### config.mk
export PLATFORM = sky130hd
export DESIGN_NAME = uart_transmitter
export DESIGN_NICKNAME = d
export VERILOG_FILES = /design/src/rtl/uart_transmitter.sv
export SDC_FILE = /design/constraint.sdc
export NUM_CORES = 1
export LEC_CHECK = 0
export CORE_MARGIN = 4
export CORE_UTILIZATION = 50
export CTS_CLUSTER_SIZE = 30
export DETAILED_ROUTE_END_ITERATION = 8
export GPL_TIMING_DRIVEN = 1
export PLACE_DENSITY_LB_ADDON = 0.3
export RECOVER_POWER = 25
export SYNTH_ARGS = -nofsm -noshare
export SYNTH_HDL_FRONTEND = slang
export SYNTH_SLANG_ARGS = --single-unit
### constraint.sdc
create_clock -name clk -period 2.55 [get_ports clk]
set_clock_uncertainty 0.05 [all_clocks]
set_input_delay 0.6375 -clock clk [delete_from_list [all_inputs] [get_ports clk]]
set_output_delay 0.6375 -clock clk [all_outputs]
set_load 0.01 [all_outputs]
### src/rtl/uart_transmitter.sv
`timescale 1ns/1ps
// UART transmitter: byte in over valid/ready, frame out LSB-first as
// start, 8 data, optional parity, 1 stop. Bit period selected by BC.
module uart_transmitter #(
    parameter bit          ODD_PARITY  = 1'b0,
    parameter int unsigned DIV_DEFAULT = 434
) (
    input  logic       clk,
    input  logic       reset,
    input  logic [2:0] BC,
    input  logic       PbitEna,
    input  logic [7:0] DataIn,
    input  logic       TxStart,
    output logic       Ready,
    output logic       Tx_out,
    output logic       TxDone,
    output logic       ena
);

    localparam int unsigned CNT_W  = 9;
    localparam int unsigned IDX_W  = 4;
    localparam int unsigned DATA_W = 8;

    typedef enum logic [2:0] {
        S_IDLE,
        S_START,
        S_DATA,
        S_PARITY,
        S_STOP
    } state_t;

    state_t              state_q, state_d;
    logic [CNT_W-1:0]    cnt_q, cnt_d;
    logic [CNT_W-1:0]    last_q, last_d;
    logic [IDX_W-1:0]    idx_q, idx_d;
    logic [DATA_W-1:0]   data_q, data_d;
    logic                pbit_q, pbit_d;
    logic                ready_d, tx_d, done_d, ena_d;
    logic [CNT_W-1:0]    last_sel_c;
    logic                bit_end_c;
    logic                parity_c;

    // Divisor table stores DIV-1 so the bit counter wraps on a plain compare
    always_comb begin
        case (BC)
            3'b001:  last_sel_c = CNT_W'(216);
            3'b010:  last_sel_c = CNT_W'(108);
            3'b011:  last_sel_c = CNT_W'(71);
            3'b100:  last_sel_c = CNT_W'(35);
            default: last_sel_c = CNT_W'(DIV_DEFAULT - 1);
        endcase
    end

    assign bit_end_c = (cnt_q == last_q);
    assign parity_c  = (^data_q) ^ ODD_PARITY;

    // State register
    always_ff @(posedge clk or negedge reset) begin
        if (!reset) begin
            state_q <= S_IDLE;
        end else begin
            state_q <= state_d;
        end
    end

    // Next state, datapath updates and registered-output next values
    always_comb begin
        state_d = state_q;
        cnt_d   = cnt_q;
        last_d  = last_q;
        idx_d   = idx_q;
        data_d  = data_q;
        pbit_d  = pbit_q;
        ready_d = Ready;
        tx_d    = 1'b1;
        done_d  = 1'b0;
        ena_d   = 1'b0;

        case (state_q)
            S_IDLE: begin
                ready_d = 1'b1;
                if (TxStart && Ready) begin
                    state_d = S_START;
                    data_d  = DataIn;
                    last_d  = last_sel_c;
                    pbit_d  = PbitEna;
                    cnt_d   = '0;
                    idx_d   = '0;
                    ready_d = 1'b0;
                end
            end
            S_START, S_DATA, S_PARITY, S_STOP: begin
                ready_d = 1'b0;
                cnt_d   = bit_end_c ? '0 : cnt_q + CNT_W'(1);
                if (bit_end_c) begin
                    ena_d = 1'b1;
                end
                // Line level reflects the bit currently being timed
                case (state_q)
                    S_START:  tx_d = 1'b0;
                    S_DATA:   tx_d = data_q[idx_q[2:0]];
                    S_PARITY: tx_d = parity_c;
                    default:  tx_d = 1'b1;
                endcase
                if (bit_end_c) begin
                    case (state_q)
                        S_START: begin
                            state_d = S_DATA;
                            idx_d   = '0;
                        end
                        S_DATA: begin
                            if (idx_q == IDX_W'(7)) begin
                                state_d = pbit_q ? S_PARITY : S_STOP;
                                idx_d   = '0;
                            end else begin
                                idx_d = idx_q + IDX_W'(1);
                            end
                        end
                        S_PARITY: begin
                            state_d = S_STOP;
                        end
                        default: begin
                            state_d = S_IDLE;
                            ready_d = 1'b1;
                            done_d  = 1'b1;
                        end
                    endcase
                end
            end
            default: begin
                state_d = S_IDLE;
                ready_d = 1'b1;
            end
        endcase
    end

    // Datapath and output registers
    always_ff @(posedge clk or negedge reset) begin
        if (!reset) begin
            cnt_q  <= '0;
            last_q <= '0;
            idx_q  <= '0;
            data_q <= '0;
            pbit_q <= 1'b0;
            Ready  <= 1'b1;
            Tx_out <= 1'b1;
            TxDone <= 1'b0;
            ena    <= 1'b0;
        end else begin
            cnt_q  <= cnt_d;
            last_q <= last_d;
            idx_q  <= idx_d;
            data_q <= data_d;
            pbit_q <= pbit_d;
            Ready  <= ready_d;
            Tx_out <= tx_d;
            TxDone <= done_d;
            ena    <= ena_d;
        end
    end

endmodule

Word-level counts from Yosys, hierarchy flattened
Cells that the tools add are included.

Memories: 0. ROM bits: 0. Memory bits (writable): 0. Output and inout bits: 4. Bits in registers: 38. Bits of input ports: 15. Latch bits: 0. Word-level logic and storage cells: 63.

Reductions and logical operators: 10. Multiplexer cells: 26. Order comparisons: 1. Bitwise gates (word level): 0. Multipliers: 0. $add $sub $neg: 2. Divide/modulo/power cells: 0. Eq/ne operators: 14. Shift-type cells: 0.

Operators with widths (count): 9-bit one-hot mux with 4 select lines (1); 9-bit two-way mux (2); 9-bit one-hot mux with 2 select lines (1); 4-bit one-hot mux with 2 select lines (2); 3-bit by 2-bit == test with 1-bit output, second input constant (4); 3-bit two-way mux (4); 4-bit two-way mux (3); 9-bit by 1-bit adder with 9-bit output, second input constant (1); 9-bit == test (1); 3-bit one-hot mux with 3 select lines (1); 1-bit two-way mux (8); 8-bit XOR reduction (1); 3-bit by 1-bit == test with 1-bit output, second input constant (2); 3-bit == test, second input constant (2); 3-bit != test, second input constant (2); 3-bit one-hot mux with 2 select lines (1); 4-bit by 1-bit adder with 4-bit output, second input constant (1); 4-bit by 3-bit == test with 1-bit output, second input constant (1); 3-bit by 4-bit less-than comparator with 1-bit output, second input constant (1); 2-bit != test, second input constant (2); 2-bit AND reduction (2); 4-bit AND reduction (1); 4-bit OR reduction (1); 1-bit binary-select mux with 3-bit select (1); other kinds (7) (7).

Longest topological paths before layout
Gate-level depths: netlist of run 1.

Word-level depth: 5. Mapped depth: 7. Gate-level depth less buffers: 6.

Least setup slack after synthesis of run 1
No wires, ideal clock.

Kind: flip-flop to flip-flop. Start: reg idx_q[1]. End: reg idx_q[0]. Period minus slack after synthesis: 1.778 ns. Cell stages (with the launch flop): 6. Required time: 2.424 ns. Buffers on the path: 0. Path slack: 0.772 ns. Setup time: 0.076 ns. Arrival: 1.651 ns. Cell sequence: dfrtp_1 > ha_1 > and3b_1 > nor3_1 > or4b_1 > o21ai_1.

Word-level cells in the longest chain between the ends: 5.

Ends and longest elaborated chain: start, declared (RTL line 35) `logic [IDX_W-1:0] idx_q, idx_d;`; start signal, assigned (RTL line 152) `idx_q <= idx_d;`; 4-bit by 3-bit == test with 1-bit output (RTL line 112) `if (idx_q == IDX_W'(7)) begin`; 4-bit two-way mux (RTL line 112); 4-bit one-hot mux with 2 select lines (RTL line 106) `case (state_q)`; 4-bit two-way mux (RTL line 105) `if (bit_end_c) begin`; 4-bit one-hot mux with 2 select lines (RTL line 79) `case (state_q)`.

No other way between the ends. The select of a mux whose other input is x is not followed. A chain may end at the register's enable or synchronous reset.

Final worst setup path of run 1
Start: reg cnt_q[6]. End: reg cnt_q[5].

Word-level cells in the longest chain between the ends: 3.

Ends and longest elaborated chain: start, declared (RTL line 33) `logic [CNT_W-1:0] cnt_q, cnt_d;`; start signal, assigned (RTL line 150) `cnt_q <= cnt_d;`; 9-bit == test (RTL line 54) `assign bit_end_c = (cnt_q == last_q);`; 9-bit two-way mux (RTL line 94) `cnt_d = bit_end_c ? '0 : cnt_q + CNT_W'(1);`; 9-bit one-hot mux with 2 select lines (RTL line 79).

No other way between the ends.

==> results of run 1 <==
==> sequential cells by signal, summed over array words and instances (netlist names) <==
name and flops:
TxDone 1, ena 1, cnt_q 9, data_q 8, Tx_out 1, Ready 1, idx_q 4, pbit_q 1
state_q 3, last_q 8
==> power by group through the flow <==
| stage | Clock [mW] | Sequential [mW] | Combinational, mW |
|---|---|---|---|
| final | 0.444 | 0.587 | 0.0392 |
| after detailed placement | 0 | 0.598 | 0.0401 |
| after floorplan | 0 | 0.598 | 0.00659 |
| after global placement | 0 | 0.598 | 0.0401 |
| after CTS | 0.454 | 0.587 | 0.0405 |
| after global routing | 0.491 | 0.586 | 0.0446 |
==> Yosys cell counts, types with 3 or more instances <==
cell	n
a211o_1	3
a21o_1	6
a21oi_1	3
buf_2	3
clkbuf_1	5
dfrtp_1	35
nand2_1	43
nand3_1	8
nor2_1	14
nor2b_1	6
nor3_1	8
o21ai_0	10
xnor2_1	18
xor2_1	3
==> final cells by class <==
cell class / instances / area (µm²)
Multi-Input combinational cell: 158 / 966
Clock inverter: 1 / 5.00
Inverter: 2 / 7.51
Sequential cell: 37 / 928
Timing Repair Buffer: 24 / 220
Clock buffer: 7 / 96.3
Tap cell: 48 / 60.1
Fill cell: 336 / 1430
==> stage by stage <==
| stage | hold slack (ps) | power, mW |
|---|---|---|
| 6_report | 391 | 1.07 |
| 5_1_grt | 467 | 1.12 |
| 3_5_place_dp | 436 | 0.638 |
| 3_3_place_gp | 433 | 0.638 |
| 4_1_cts | 420 | 1.08 |
| 2_1_floorplan | 292 | 0.605 |
==> worst max-delay path: cells and delay by family, from the launching register on <==
kind             cells  cell delay [ps]
AO/OA/AOI/OAI        3             1330
XOR/XNOR             1              230
flip-flops           1              450
AND/OR/NAND/NOR      1              110
==> path summary, 6_finish.rpt <==
kind                                 from         to  slack (ps)
worst max register to register   cnt_q[6]   cnt_q[5]         260
worst min register to register  last_q[8]  last_q[8]         450
worst max-delay path             cnt_q[6]   cnt_q[5]         260
min in group clk                last_q[8]  last_q[8]         450
max in group asynchronous           reset   idx_q[1]        1550
worst min-delay path                reset     TxDone         390
==> cell families (layout without fill, tap and decap cells) <==
family | after synthesis | count (layout) | synth area share, %
flip-flops | 37 | 37 | 47.9
XOR/XNOR | 21 | 21 | 9.48
multiplexers | 4 | 4 | 3.42
adder cells (fa/ha/maj) | 2 | 2 | 1.29
AND/OR/NAND/NOR | 93 | 93 | 22.1
AO/OA/AOI/OAI | 38 | 38 | 13.5
buffers and inverters | 11 | 34 | 2.32
==> per-layer routing <==
layer	vias to the layer above	part of all wire [%]	track usage (%)
met2	39	46	27.0
met3	5	5.5	3.17
met4	0	1.1	5.11
met5	-	0	0
met1	690	48	24.9
li1	760	-	-
==> summary.txt, run 1 <==
Logic synthesis
  – Synth area leaders: dfrtp_1, nand2_1, xnor2_1, dfstp_2, nor2_1
  – Top-area cell type share of the netlist area: between 40% and 50%
  – Seq/Total Area, Yosys: between 40 and 50%
  – Syn nets: approximately 220
  – Synthesis-stage register bit count: 37
  – Post-synthesis cell type count: 46
  – Leading area contributor after synthesis: dfrtp_1
  – EDFF count, synth: 0
  – Ys Warns: 0
  – FFs w/ async S/R, synth: 100%
  – Synth Cell Area: 1940 µm²
  – Synth Flop Type: dfrtp_1
  – Synthesized area per cell: about 9.4 µm²
  – Cell count after synthesis: 206

Cells and area
  – Final instance area: roughly 2300 µm²
  – Area Overhead vs Synth: 17.7%
  – Most frequent cells in the layout: nand2_1, dfrtp_1, xnor2_1
  – Layout cells sized above 1: 10.0%
  – Diode count: 0
  – Util after Layout: 61.4%
  – Commonest non-fill, non-tap cell in the layout: nand2_1
  – Post-Layout Cell Count: 277
  – Nets: 245

Floorplan
  – # IOs: 19
  – Die Span Y: 70.3 µm
  – CORE AREA: roughly 3700 µm²
  – Die Wd: 70.3 µm
  – Die area: 4940 µm²
  – Site Rows: 22
  – Initial core utilization: between 50% and 60%

Placed design
  – Post-DP Area: 2180 µm²
  – DP HPWL: 2.66 mm
  – # placed instances: 269
  – # port buffers: 18
  – Pre-CTS setup slack: 266 ps
  – Placer Congestion: 0.864

Clocking
  – Worst-Skew Late Latency: 280 ps
  – Clock Path Buffers: 2
  – CTS Root Cell: clkbuf_8
  – Clk sinks: 37
  – CTS Buf Count: 5
  – Reg clk slew, reported paths: 80 ps
  – CTS Hold Bufs: 0
  – Post_cts resized: 0
  – Post-CTS Setup Inserts: 0
  – CTS tree: done
  – Number of H-tree levels: 2

Route
  – Initial DRC count: 125
  – Wirelength, routed: 3.71 mm
  – Wire per inst: 13.4 µm
  – DRT Pass-1 Iters: 4
  – Routed via count: between 1k and 1.5k
  – Post-route ant nets: 0
  – Residual DRC: 0
  – Via-per-instance ratio: 5.39

GRT
  – Largest net degree at the start of global routing: 38
  – GRT overflow: 0
  – GRT Total Usage: 17.4%
  – Vias in the first global route: 1477
  – First-pass GRT wire length: between 6 and 7 mm
  – Initial antenna violation count: 0

Pwr
  – Leak pwr: 1.04 nW
  – Maximum VDD drop: 0.000561 V
  – Pwr/cell area: 468 nW/µm²
  – P_sw: 0.218 mW
  – Switching fraction of total power: approximately 20%
  – Combinational power share: 3.7%
  – P_int: 0.852 mW
  – Sequential power share: 54.8%
  – Clock network power share: roughly 42%

Setup path
  – Cells on worst reg2reg path: 5
  – Kind of end point of the critical path: flip-flop
  – Largest stage delay, worst path: 830 ps
  – WP data required: 2670 ps
  – Critical Path Fanout Max: 11
  – CP Class: reg2reg
  – Critical Path, Cell by Cell: xnor2_1 > o2111ai_1 > o21ai_0 > nor3_1 > a211o_1
  – CP Launch Type: flip-flop
  – Slowest-stage cell, CP: o21ai_0
  – Worst Path Arrival: 2400 ps

STA
  – Final hold vios: 0
  – Final setup margin: 264 ps
  – Worst slew pin tran: about 1000 ps
  – Relative slew margins: 32.9%
  – Setup violators final: 0
  – Fmax: 438 MHz
  – Final Max Tran Viols: 0
  – Final setup TNS: 0 ps
  – Fin crit share: 89.6%
  – Minimum clock period: 2290 ps
  – RSZ-0062 raised after global routing: no

Min path
  – Worst min path class: in2async

Run
  – MaxCap Viol Count: 0

Outcome
  – Run status: finished, final reports clean
Power figures use the tool's default switching activity.
==> run 2: changes to the inputs <==
- PLACE_DENSITY_LB_ADDON: 0.3 -> 0.25
==> summary.txt, run 2 (synthesized netlist as in run 1, its figures left out) <==
Setup path
  – CP Class: reg2reg (unchanged)
  – Setup crit end: cnt_q[5] (unchanged)
  – Worst reg2reg setup slack: 220 ps (was 260 ps)
  – Kind of end point of the critical path: flip-flop (unchanged)
  – Worst Path Arrival: 2460 ps (was 2400 ps)
  – Worst reg2reg path endpoint: cnt_q[5] (unchanged)
  – Launching point of the worst reg2reg path: cnt_q[4] (was cnt_q[6])
  – WP data required: 2680 ps (was 2670 ps)
  – Critical Path Fanout Max: 11 (unchanged)
  – Cells on worst reg2reg path: 5 (unchanged)
  – Critical Path Start: cnt_q[4] (was cnt_q[6])
  – CP Launch Type: flip-flop (unchanged)

GRT
  – Met1 GRT Util: 21.8% (was 24.9%)
  – GRT met2 Usage: 28.5% (was 27.0%)
  – Global Route met3 Usage: 5.76% (was 3.17%)
  – First-pass GRT wire length: 6.93 mm (was 6.89 mm)
  – GRT overflow: 0 (unchanged)
  – Vias in the first global route: 1556 (was 1477)
  – GRT Total Usage: 17.6% (was 17.4%)
  – Initial antenna violation count: 0 (unchanged)
  – Largest net degree at the start of global routing: 38 (unchanged)
  – Busiest grt layer: met2 (unchanged)

Clocking
  – CTS Root Cell: clkbuf_8 (unchanged)
  – Post-CTS Setup Inserts: 0 (unchanged)
  – CTS tree: done (unchanged)
  – Number of H-tree levels: 2 (unchanged)
  – Post_cts resized: 0 (unchanged)
  – Clk sinks: 37 (unchanged)
  – CTS Buf Count: 5 (unchanged)
  – Reg clk slew, reported paths: 80 ps (about the same)
  – CTS Hold Bufs: 0 (unchanged)
  – Worst-Skew Late Latency: 290 ps (was 280 ps)
  – Clock Path Buffers: 2 (unchanged)

Placed design
  – Placer Congestion: 0.811 (was 0.864)
  – Pre-CTS setup slack: 131 ps (was 266 ps)
  – # port buffers: 18 (unchanged)
  – DP HPWL: 2.95 mm (was 2.66 mm)
  – Post-DP Area: 2180 µm² (about the same)
  – # placed instances: 268 (was 269)

Cells and area
  – Post-Layout Cell Count: 276 (was 277)
  – Area Overhead vs Synth: 16.5% (was 17.7%)
  – Most frequent cells in the layout: nand2_1, dfrtp_1, xnor2_1 (unchanged)
  – Layout cells sized above 1: 8.77% (was 10.0%)
  – Diode count: 0 (unchanged)
  – Nets: 244 (was 245)
  – Commonest non-fill, non-tap cell in the layout: nand2_1 (unchanged)
  – Largest registers: cnt_q (9), data_q (8), last_q (8) (unchanged)
  – Util after Layout: 60.8% (was 61.4%)
  – Max FFs per register: 9 (unchanged)
  – Final instance area: 2260 µm² (was 2280 µm²)
  – Reg with most FFs: cnt_q (unchanged)

Floorplan
  – Die Wd: 70.3 µm (unchanged)
  – Die area: 4940 µm² (unchanged)
  – Initial core utilization: 52.2% (unchanged)
  – Site Rows: 22 (unchanged)
  – # IOs: 19 (unchanged)
  – CORE AREA: 3720 µm² (unchanged)
  – Die Span Y: 70.3 µm (unchanged)

Run
  – MaxCap Viol Count: 0 (unchanged)

Pwr
  – Total Power: 1.02 mW (was 1.07 mW)
  – Pwr/cell area: 452 nW/µm² (was 468 nW/µm²)
  – Leak pwr: 1.03 nW (was 1.04 nW)
  – Maximum VDD drop: 0.000321 V (was 0.000561 V)

STA
  – Fin crit share: 91.2% (was 89.6%)
  – Final setup margin: 223 ps (was 264 ps)
  – Worst slew pin tran: 1040 ps (was 996 ps)
  – Final Max Tran Viols: 0 (unchanged)
  – Relative slew margins: 30.0% (was 32.9%)
  – RSZ-0062 raised after global routing: no (unchanged)
  – Final hold vios: 0 (unchanged)
  – Fmax: 430 MHz (was 438 MHz)
  – Minimum clock period: 2330 ps (was 2290 ps)
  – Setup violators final: 0 (unchanged)
  – Fin Hold WS: 455 ps (was 391 ps)
  – Final setup TNS: 0 ps (unchanged)

Route
  – Initial DRC count: 88 (was 125)
  – Via-per-instance ratio: 5.66 (was 5.39)
  – Routed via count: 1561 (was 1494)
  – DRT Pass-1 Iters: 4 (unchanged)
  – Wire per inst: 14.6 µm (was 13.4 µm)
  – Post-route ant nets: 0 (unchanged)
  – Wirelength, routed: 4.02 mm (was 3.71 mm)
  – Residual DRC: 0 (unchanged)

Min path
  – Worst min path class: reg2reg (was in2async)

Outcome
  – Run status: finished, final reports clean (unchanged)
run 2: cell types whose count changed in the layout (fill, tap and decap cells not counted):
cell and delta:
buf_2 -1, buf_4 -2, clkbuf_1 +1, clkbuf_2 +1, clkbuf_8 -2, clkinv_2 +1, dlygate4sd3_1 +1
run 2: metal layers:
layer,part of all wire (%),vias to the layer above
li1,-,758
met4,0.90,0
met1,45,754
met2,49,43
met5,0,-
met3,5.0,6
run 2: critical path, cell delays in order, from the launching register on:
cell and delay (ps):
dfrtp_1 430, nor3_1 260, o2111ai_1 180, o21ai_0 860, nor3_1 120, a211o_1 300
run 2: layout make-up:
class                      count  area [µm²]
clock buffer                   6        72.6
clock inverter                 2        10.0
fill                         349        1460
inverter                       2        7.51
multi-input combinational    158         966
sequential                    37         928
tap                           48        60.1
timing repair buffer          23         215
run 2: how the worst min path moves through the flow:
stage              start   endpoint  slack (ps)  cells after the start
2_1_floorplan      reset     TxDone         290                      0
3_3_place_gp    idx_q[3]   idx_q[3]         430                      1
3_5_place_dp    idx_q[3]   idx_q[3]         450                      1
4_1_cts         idx_q[3]   idx_q[3]         460                      1
5_1_grt        last_q[3]  last_q[3]         500                      1
6_report        idx_q[3]   idx_q[3]         460                      1
run 2: report_power, final:
group	internal (mW)	total [mW]	switching, mW	leakage (nW)
Combinational	0.0217	0.0406	0.0189	0.507
Clock	0.189	0.395	0.206	0.0450
Sequential	0.587	0.587	0	0.474
Total	0.798	1.02	0.225	1.03
==> run 3: changes to the inputs <==
- CAP_MARGIN: unset -> 20
- CORE_MARGIN: 4 -> unset
==> summary.txt, run 3 (synthesized netlist as in run 1, its figures left out) <==
Outcome
  – Run status: finished with violations (was finished, final reports clean)
  – Failing checks: max-capacitance violations, max-slew violations

Route
  – Routed via count: 1504 (was 1561)
  – Wire per inst: 13.1 µm (was 14.6 µm)
  – Via-per-instance ratio: 5.45 (was 5.66)
  – Residual DRC: 0 (unchanged)
  – Post-route ant nets: 0 (unchanged)
  – Wirelength, routed: 3.61 mm (was 4.02 mm)
  – Initial DRC count: 88 (unchanged)
  – DRT Pass-1 Iters: 4 (unchanged)

Setup path
  – Worst reg2reg setup slack: 270 ps (was 220 ps)
  – Critical Path Start: cnt_q[4] (unchanged)
  – Setup crit end: cnt_q[5] (unchanged)
  – Largest stage delay, worst path: 840 ps (was 860 ps)
  – Crit path max-delay family: compound AO/OA/AOI/OAI gates (unchanged)
  – CP Launch Type: flip-flop (unchanged)
  – Worst Path Arrival: 2410 ps (was 2460 ps)
  – WP data required: 2670 ps (was 2680 ps)
  – Launching point of the worst reg2reg path: cnt_q[4] (unchanged)
  – Buf/Inv on CP: 0 (unchanged)
  – Cells on worst reg2reg path: 5 (unchanged)
  – Critical Path Fanout Max: 11 (unchanged)
  – Kind of end point of the critical path: flip-flop (unchanged)
  – Critical Path, Cell by Cell: nor3_1 > o2111ai_1 > o21ai_0 > nor3_1 > a211o_1 (unchanged)
  – CP Class: reg2reg (unchanged)
  – Cell mode on critical path: nor3_1 (unchanged)
  – Slowest-stage cell, CP: o21ai_0 (unchanged)
  – Worst reg2reg path endpoint: cnt_q[5] (unchanged)
  – WP depth: 5 (unchanged)

Clocking
  – Post_cts resized: 0 (unchanged)
  – CTS Buf Count: 5 (unchanged)
  – Reg clk slew, reported paths: 80 ps (about the same)
  – CTS Root Cell: clkbuf_8 (unchanged)
  – Post-CTS Setup Inserts: 0 (unchanged)
  – Clk sinks: 37 (unchanged)
  – Worst-Skew Late Latency: 290 ps (about the same)
  – CTS Hold Bufs: 0 (unchanged)
  – Clock Path Buffers: 2 (unchanged)
  – CTS tree: done (unchanged)
  – Number of H-tree levels: 2 (unchanged)

Floorplan
  – Die area: 4130 µm² (was 4940 µm²)
  – CORE AREA: 3690 µm² (was 3720 µm²)
  – Die Span Y: 64.3 µm (was 70.3 µm)
  – Initial core utilization: 52.6% (was 52.2%)
  – Site Rows: 22 (unchanged)
  – # IOs: 19 (unchanged)
  – Die Wd: 64.3 µm (was 70.3 µm)

Cells and area
  – Fill count: 329 (was 349)
  – Final instance area: 2310 µm² (was 2260 µm²)
  – Diode count: 0 (unchanged)
  – Post-Layout Cell Count: 276 (unchanged)
  – Area Overhead vs Synth: 19.0% (was 16.5%)
  – Largest registers: cnt_q (9), data_q (8), last_q (8) (unchanged)
  – Max FFs per register: 9 (unchanged)
  – Most frequent cells in the layout: nand2_1, dfrtp_1, xnor2_1 (unchanged)
  – Commonest non-fill, non-tap cell in the layout: nand2_1 (unchanged)
  – Layout cells sized above 1: 9.21% (was 8.77%)
  – Reg with most FFs: cnt_q (unchanged)
  – Nets: 244 (unchanged)

Placed design
  – # placed instances: 268 (unchanged)
  – DP HPWL: 2.53 mm (was 2.95 mm)
  – # port buffers: 18 (unchanged)
  – Placer Congestion: 0.755 (was 0.811)
  – Post-DP Area: 2170 µm² (was 2180 µm²)

STA
  – RSZ-0062 raised after global routing: no (unchanged)
  – Fin crit share: 89.6% (was 91.2%)
  – Final Max Tran Viols: 38 (was 0)
  – Setup violators final: 0 (unchanged)
  – Final hold vios: 0 (unchanged)
  – Minimum clock period: 2280 ps (was 2330 ps)
  – Relative slew margins: -29.1% (was 30.0%)
  – Fmax: 438 MHz (was 430 MHz)
  – Worst slew pin tran: 1940 ps (was 1040 ps)
  – Final setup TNS: 0 ps (unchanged)

Min path
  – Worst min path class: reg2reg (unchanged)

Pwr
  – Leak pwr: 1.05 nW (was 1.03 nW)
  – Maximum VDD drop: 0.000318 V (was 0.000321 V)
  – Pwr/cell area: 531 nW/µm² (was 452 nW/µm²)

GRT
  – Initial antenna violation count: 0 (unchanged)
  – First-pass GRT wire length: 6.37 mm (was 6.93 mm)
  – GRT overflow: 0 (unchanged)
  – GRT Total Usage: 20.5% (was 17.6%)
  – Vias in the first global route: 1361 (was 1556)
  – Largest net degree at the start of global routing: 38 (unchanged)

Run
  – MaxCap Viol Count: 1 (was 0)
## run 3: changes by cell type in the layout (fill, tap and decap cells not counted)
| cell | before | now |
|---|---|---|
| clkbuf_2 | 1 | 0 |
| clkinv_2 | 2 | 1 |
| buf_4 | 4 | 5 |
| bufinv_16 | 0 | 2 |
| dlygate4sd3_1 | 1 | 0 |
## run 3: worst min path at each step
stage | slack [ps] | cells past startpoint | start | to
2_1_floorplan | 290 | 0 | reset | TxDone
3_5_place_dp | 440 | 1 | idx_q[3] | idx_q[3]
3_3_place_gp | 430 | 2 | last_q[6] | last_q[6]
5_1_grt | 480 | 1 | idx_q[3] | idx_q[3]
6_report | 460 | 1 | idx_q[3] | idx_q[3]
4_1_cts | 410 | 1 | reset | last_q[7]
## run 3: layer usage
metal  routed length, µm  track usage (%)  vias to the layer above
met5                   0                0                        -
met3                 113             5.89                        6
met2                1620             30.7                       25
met4                  53             7.50                        0
met1                1830             28.2                      717
li1                    -                -                      756
## run 3: cell type report
| type | instances | area [µm²] | share of cell area [%] |
|---|---|---|---|
| timing repair buffer | 23 | 211 | 9.16 |
| clock inverter | 3 | 65.1 | 2.82 |
| clock buffer | 5 | 68.8 | 2.98 |
| tap | 48 | 60.1 | 2.60 |
| multi-input combinational | 158 | 966 | 41.9 |
| sequential | 37 | 928 | 40.2 |
| inverter | 2 | 7.51 | 0.325 |
## run 3: power breakdown
part	total [mW]	leakage (nW)	internal (mW)	switching (mW)
Sequential	0.587	0.474	0.587	0
Combinational	0.0387	0.504	0.0204	0.0182
Clock	0.599	0.0681	0.389	0.210
## run 3: stage by stage
| stage | hold WS (ps) | util (%) | power, mW | worst slack [ps] |
|---|---|---|---|---|
| 2_1_floorplan | 292 | - | 0.605 | 772 |
| 5_1_grt | 476 | 62.6 | 1.27 | 3.41 |
| 6_report | 461 | 62.6 | 1.22 | 265 |
| 4_1_cts | 412 | 62.6 | 1.23 | 275 |
| 3_5_place_dp | 439 | 59.0 | 0.638 | 224 |
| 3_3_place_gp | 433 | 59.0 | 0.638 | 248 |
